`config.mk`:
```
export PLATFORM = sky130hd
export DESIGN_NAME = mem_access_unit
export DESIGN_NICKNAME = d
export VERILOG_FILES = /design/src/rtl/mem_access_unit.sv
export SDC_FILE = /design/constraint.sdc
export NUM_CORES = 1
export LEC_CHECK = 0
export ABC_AREA = 1
export BUFFER_PORTS_ARGS = -buffer_cell sky130_fd_sc_hd__buf_4
export CAP_MARGIN = 10
export CORE_MARGIN = 2
export CORE_UTILIZATION = 23
export DETAILED_ROUTE_END_ITERATION = 10
export GPL_ROUTABILITY_DRIVEN = 0
export MAX_ROUTING_LAYER = met4
export PLACE_DENSITY_LB_ADDON = 0.05
export SLEW_MARGIN = 20
export SYNTH_ARGS = -nofsm -noshare
export SYNTH_HDL_FRONTEND = slang
export SYNTH_SLANG_ARGS = --single-unit
```
`constraint.sdc`:
```
create_clock -name clk -period 1.76 [get_ports clk]
set_input_delay 0.088 -clock clk [delete_from_list [all_inputs] [get_ports clk]]
set_output_delay 0.088 -clock clk [all_outputs]
set_load 0.1 [all_outputs]
```
`src/rtl/mem_access_unit.sv`:
```
// Load/store front-end of the MEM stage: turns RV32I byte/half/word accesses
// into word-only data_memory cycles, with sub-word stores done as read-modify-write.
module mem_access_unit #(
   parameter int unsigned DEPTH = 10
) (
   input  logic        clk,
   input  logic        rst_n,
   input  logic        req_valid,
   input  logic        req_read,
   input  logic        req_write,
   input  logic [2:0]  req_funct3,
   input  logic [31:0] req_addr,
   input  logic [31:0] req_wdata,
   output logic        stall,
   output logic        mem_read,
   output logic        mem_write,
   output logic [31:0] mem_addr,
   output logic [31:0] mem_wdata,
   input  logic [31:0] mem_rdata,
   output logic        rsp_valid,
   output logic [31:0] rsp_data,
   output logic        exc_misaligned,
   output logic        exc_fault,
   output logic        exc_illegal,
   output logic [31:0] exc_addr
);

   localparam int unsigned XLEN  = 32;
   localparam int unsigned WIDXW = 30;
   localparam int unsigned HALFW = 16;

   localparam logic [2:0] F3_B  = 3'd0;
   localparam logic [2:0] F3_H  = 3'd1;
   localparam logic [2:0] F3_W  = 3'd2;
   localparam logic [2:0] F3_BU = 3'd4;
   localparam logic [2:0] F3_HU = 3'd5;

   typedef enum logic {
      IDLE  = 1'b0,
      MERGE = 1'b1
   } state_t;

   state_t            state_q, state_d;
   logic [XLEN-1:0]   buf_q, buf_d;
   logic [XLEN-1:0]   hold_addr_q, hold_addr_d;
   logic [HALFW-1:0]  hold_data_q, hold_data_d;
   logic              hold_half_q, hold_half_d;
   logic              rsp_valid_q, rsp_valid_d;
   logic [XLEN-1:0]   rsp_data_q, rsp_data_d;
   logic              exc_mis_q, exc_mis_d;
   logic              exc_fault_q, exc_fault_d;
   logic              exc_ill_q, exc_ill_d;
   logic [XLEN-1:0]   exc_addr_q, exc_addr_d;

   logic              is_access, is_half, is_word;
   logic              cls_illegal, cls_misaligned, cls_fault;
   logic [XLEN-1:0]   word_addr;
   logic [7:0]        ld_byte;
   logic [HALFW-1:0]  ld_half;
   logic [XLEN-1:0]   load_ext;
   logic [XLEN-1:0]   merge_word;

   // Request classification, evaluated only when a new request is taken in IDLE
   always_comb begin
      is_access      = req_read | req_write;
      is_half        = (req_funct3 == F3_H) || (req_funct3 == F3_HU);
      is_word        = (req_funct3 == F3_W);
      cls_illegal    = (req_read && req_write)
                     || (req_read && ((req_funct3 == 3'd3) || (req_funct3 == 3'd6)
                                      || (req_funct3 == 3'd7)))
                     || (req_write && (req_funct3 > F3_W));
      cls_misaligned = is_access && ((is_half && req_addr[0])
                                     || (is_word && (req_addr[1:0] != 2'b00)));
      cls_fault      = is_access && (req_addr[31:2] >= WIDXW'(DEPTH));
      word_addr      = {req_addr[31:2], 2'b00};
   end

   // Load lane extraction and sign/zero extension
   always_comb begin
      ld_byte  = mem_rdata[7:0];
      ld_half  = req_addr[1] ? mem_rdata[31:16] : mem_rdata[15:0];
      load_ext = mem_rdata;
      case (req_addr[1:0])
         2'd0:    ld_byte = mem_rdata[7:0];
         2'd1:    ld_byte = mem_rdata[15:8];
         2'd2:    ld_byte = mem_rdata[23:16];
         default: ld_byte = mem_rdata[31:24];
      endcase
      case (req_funct3)
         F3_B:    load_ext = {{24{ld_byte[7]}}, ld_byte};
         F3_BU:   load_ext = {24'h000000, ld_byte};
         F3_H:    load_ext = {{16{ld_half[15]}}, ld_half};
         F3_HU:   load_ext = {16'h0000, ld_half};
         default: load_ext = mem_rdata;
      endcase
   end

   // Sub-word lane replacement on the captured word
   always_comb begin
      merge_word = buf_q;
      if (hold_half_q) begin
         if (hold_addr_q[1]) merge_word[31:16] = hold_data_q;
         else                merge_word[15:0]  = hold_data_q;
      end else begin
         case (hold_addr_q[1:0])
            2'd0:    merge_word[7:0]   = hold_data_q[7:0];
            2'd1:    merge_word[15:8]  = hold_data_q[7:0];
            2'd2:    merge_word[23:16] = hold_data_q[7:0];
            default: merge_word[31:24] = hold_data_q[7:0];
         endcase
      end
   end

   // Next-state, memory strobes and response/exception staging
   always_comb begin
      state_d     = state_q;
      buf_d       = buf_q;
      hold_addr_d = hold_addr_q;
      hold_data_d = hold_data_q;
      hold_half_d = hold_half_q;
      rsp_valid_d = 1'b0;
      rsp_data_d  = rsp_data_q;
      exc_mis_d   = 1'b0;
      exc_fault_d = 1'b0;
      exc_ill_d   = 1'b0;
      exc_addr_d  = exc_addr_q;
      stall       = 1'b0;
      mem_read    = 1'b0;
      mem_write   = 1'b0;
      mem_addr    = '0;
      mem_wdata   = '0;

      case (state_q)
         IDLE: begin
            if (req_valid) begin
               if (cls_illegal) begin
                  exc_ill_d  = 1'b1;
                  exc_addr_d = req_addr;
               end else if (cls_misaligned) begin
                  exc_mis_d  = 1'b1;
                  exc_addr_d = req_addr;
               end else if (cls_fault) begin
                  exc_fault_d = 1'b1;
                  exc_addr_d  = req_addr;
               end else if (req_read) begin
                  mem_read    = 1'b1;
                  mem_addr    = word_addr;
                  rsp_valid_d = 1'b1;
                  rsp_data_d  = load_ext;
               end else if (req_write) begin
                  mem_addr = word_addr;
                  if (is_word) begin
                     mem_write = 1'b1;
                     mem_wdata = req_wdata;
                  end else begin
                     // First half of RMW: fetch the word, write it back next cycle
                     mem_read    = 1'b1;
                     stall       = 1'b1;
                     buf_d       = mem_rdata;
                     hold_addr_d = req_addr;
                     hold_data_d = req_wdata[15:0];
                     hold_half_d = (req_funct3 == F3_H);
                     state_d     = MERGE;
                  end
               end
            end
         end
         MERGE: begin
            mem_write = 1'b1;
            mem_addr  = {hold_addr_q[31:2], 2'b00};
            mem_wdata = merge_word;
            state_d   = IDLE;
         end
         default: state_d = IDLE;
      endcase
   end

   always_ff @(posedge clk or negedge rst_n) begin
      if (!rst_n) begin
         state_q     <= IDLE;
         buf_q       <= '0;
         hold_addr_q <= '0;
         hold_data_q <= '0;
         hold_half_q <= 1'b0;
         rsp_valid_q <= 1'b0;
         rsp_data_q  <= '0;
         exc_mis_q   <= 1'b0;
         exc_fault_q <= 1'b0;
         exc_ill_q   <= 1'b0;
         exc_addr_q  <= '0;
      end else begin
         state_q     <= state_d;
         buf_q       <= buf_d;
         hold_addr_q <= hold_addr_d;
         hold_data_q <= hold_data_d;
         hold_half_q <= hold_half_d;
         rsp_valid_q <= rsp_valid_d;
         rsp_data_q  <= rsp_data_d;
         exc_mis_q   <= exc_mis_d;
         exc_fault_q <= exc_fault_d;
         exc_ill_q   <= exc_ill_d;
         exc_addr_q  <= exc_addr_d;
      end
   end

   assign rsp_valid      = rsp_valid_q;
   assign rsp_data       = rsp_data_q;
   assign exc_misaligned = exc_mis_q;
   assign exc_fault      = exc_fault_q;
   assign exc_illegal    = exc_ill_q;
   assign exc_addr       = exc_addr_q;

endmodule
```
==> run metrics <==
status finished with violations; failing checks negative setup slack; initial antenna violation count 1; clk slew on worst S/H paths 0.07 ns; die width 197.6 um; htree depth 4; fmax 508.8 MHz; fin crit period 1.966 ns; via count of the first global-routing pass about 9,100; Initial DRC Count 606; Seq/Total Area, Yosys 43.56%; Layout area overhead 66.92%; Setup Viol. Count Final between 60 and 70; RSZ-0062 raised after global routing true; launch point of the worst reg-to-reg path state_q; HP Class in -> reg; Leak 7.561 nW; part of the cycle the worst path needs 111.7%; Clock Sinks 150; critical-path cell list nand2_2, buf_12, o221ai_1, a31o_2, nand2_2, buf_12; Yosys Warn Count 0; crit path buf inv count 2; Distinct cells, synth 33; IO Count 239; clock buffer depth 2; Clock Latency Late Sink about 0.44 ns; Max Cap Violations 0; first-pass GRT wire length 54.43 mm; NumNets Final 1,664; Hold Vio Cnt, Final 0; worst r2r dst hold_data_q[2]; die height 197.6 um; Startpoint Class flop; Worst EP required ~1.7 ns; DIE AREA ~39,000 um2; Power Dens Cells 733.0 nW/um2; Port Buf Inserts 236; gr ovfl total 0; footprint of the multi-input gates 4339 um2; Vias 9,361; Hold Worst Slack 0.04118 ns; Worst VDD drop 0.7584 mV; worst setup path class reg -> out; Worst Slack Setup Final -0.2055 ns; most frequent cells in the layout nand2_1, buf_4, dfrtp_1; DRC 0; initial core utilization between 20% and 30%; DRT Pass-1 Iters 5; pre-CTS WS -0.2025 ns; syn avg cell area 7.121 um2; post-synthesis register bit count 150; clk_skew 0.009298 ns; max-slew violations 0; Hold Path End hold_half_q; worst endpoint data arrival time 1.88 ns; critical path's top delay family flip-flops; Post-Synthesis Cells 1,210; Hold Startpoint req_funct3[2]; CTS tree yes; share of layout cells above drive strength 1 33.76%; Hold Path Cell Cnt 4; delay of the slowest cell on the worst path 0.46 ns; largest net degree at the start of global routing 51; worst reg-to-reg path cell count 10; commonest non-fill, non-tap cell in the layout nand2_1; Fillers roughly 3,900; CP Max Fanout 11; total track usage between 10% and 20%; Post-Route WL about 37 mm; Post-synth EDFFs 0; DR vias/cell 4.584; Slowest-stage cell, CP dfrtp_2; Primary FF master, synth dfrtp_1; post-route ant nets 0; Detailed Place HPWL 25.93 mm; Tot Pwr 10.54 mW; R2R Setup Slk about 0.10 ns; core area 36,790 um2; Root Driver clkbuf_16; Crit. End Element output port; # rows 70; drt wl/cell between 15 and 20 um; Async S/R FF share, synth 100.0%; Num CTS Buffers 17; area occupied by registers around 3800 um2; mapped cell area 8617 um2
## worst max-delay path by stage
stage | start | endpoint | slack (ns) | depth (start not counted)
finish | hold_half_q | mem_wdata[14] | -0.21 | 6
global route | hold_addr_q[1] | mem_wdata[14] | -0.32 | 7
CTS | hold_addr_q[1] | mem_wdata[13] | -0.23 | 7
detailed placement | req_addr[28] | mem_wdata[6] | -0.20 | 12
global placement | req_addr[28] | mem_wdata[6] | -0.22 | 12
floorplan | state_q | mem_read | -0.19 | 8
## cells by family (layout without fill, tap and decap cells)
| kind of cell | after synthesis | after routing | share of synthesized area (%) |
|---|---|---|---|
| AND/OR/NAND/NOR | 704 | 704 | 35.25 |
| buffers and inverters | 220 | 582 | 11.17 |
| flip-flops | 150 | 150 | 43.56 |
| AO/OA/AOI/OAI | 135 | 135 | 9.975 |
| other | 1 | 3 | 0.04352 |
## power by group
part	switching [mW]	internal, mW	leakage, nW	total [mW]
Clock	1.72	1.84	0.259	3.56
Sequential	0.366	3.76	1.99	4.13
Combinational	1.89	0.967	5.31	2.86
Total	3.98	6.56	7.56	10.5
## per-layer routing
metal  part of all wire, %  wire length, um  track usage (%)  vias up
met5                     0                0                -        -
met4                  0.98              367            3.759        0
met3                   3.9             1448            3.449       15
met2                    44            16600            27.26      198
met1                    51            18890            27.30     4520
li1                      -                -                -     4628
## cell usage after synthesis (all sizes together), types with 16 or more instances
| library cell | number | share of area [%] |
|---|---|---|
| o221ai | 16 | 1.6 |
| dfrtp | 150 | 44 |
| o211ai | 17 | 1.5 |
| inv | 137 | 6.1 |
| o21ai | 53 | 3.1 |
| nand4 | 91 | 6.6 |
| nand3 | 61 | 3.8 |
| clkbuf | 29 | 1.3 |
| nor2 | 139 | 6.3 |
| nand2 | 403 | 18 |
| a21oi | 18 | 1.1 |
| buf | 53 | 3.7 |
## layout make-up
| type | instances | area share (%) |
|---|---|---|
| sequential | 150 | 26.13 |
| tap | 468 | 4.071 |
| inverter | 138 | 3.801 |
| clock buffer | 17 | 2.958 |
| timing repair buffer | 412 | 32.01 |
| antenna | 1 | 0.01740 |
| multi-input combinational | 841 | 30.17 |
| clock inverter | 15 | 0.8438 |
## metrics by stage
step | setup TNS [ns] | util, % | std cells | area, um2
4_1_cts | -10.61 | 36.75 | 2021 | 13520
2_1_floorplan | -0.2149 | - | 1211 | 8727
3_3_place_gp | -18.35 | 30.98 | 1898 | 11390
6_report | -6.673 | 39.10 | 2042 | 14380
3_5_place_dp | -17.66 | 30.98 | 1898 | 11390
5_1_grt | -12.16 | 39.10 | 2042 | 14380
## worst reg2reg max path: stages, from the launching register on
cell      delay [ns]
dfrtp_2         0.47
inv_4           0.11
nand2_4         0.06
clkinv_4        0.07
nand2_4         0.05
nor2_4          0.12
nand3_4         0.12
buf_4           0.20
buf_12          0.19
nand2_1         0.11
nand2_1         0.06
## what timing repair did
action                                  CTS  global route
cloned                                    2            11
pin swaps                                13            14
hold buffers                             81             0
gates resized for setup                 166           168
buffers inserted                          8            10
hold endpoints to repair                238             0
endpoints found under the setup margin   65            77
## sequential cells by signal (all words and copies together) (netlist names)
signal          flops
hold_half_q         1
exc_illegal         1
exc_addr           32
rsp_valid           1
exc_fault           1
hold_addr_q        32
buf_q              32
exc_misaligned      1
state_q             1
rsp_data           32
hold_data_q        16
Power figures use the tool's default switching activity.
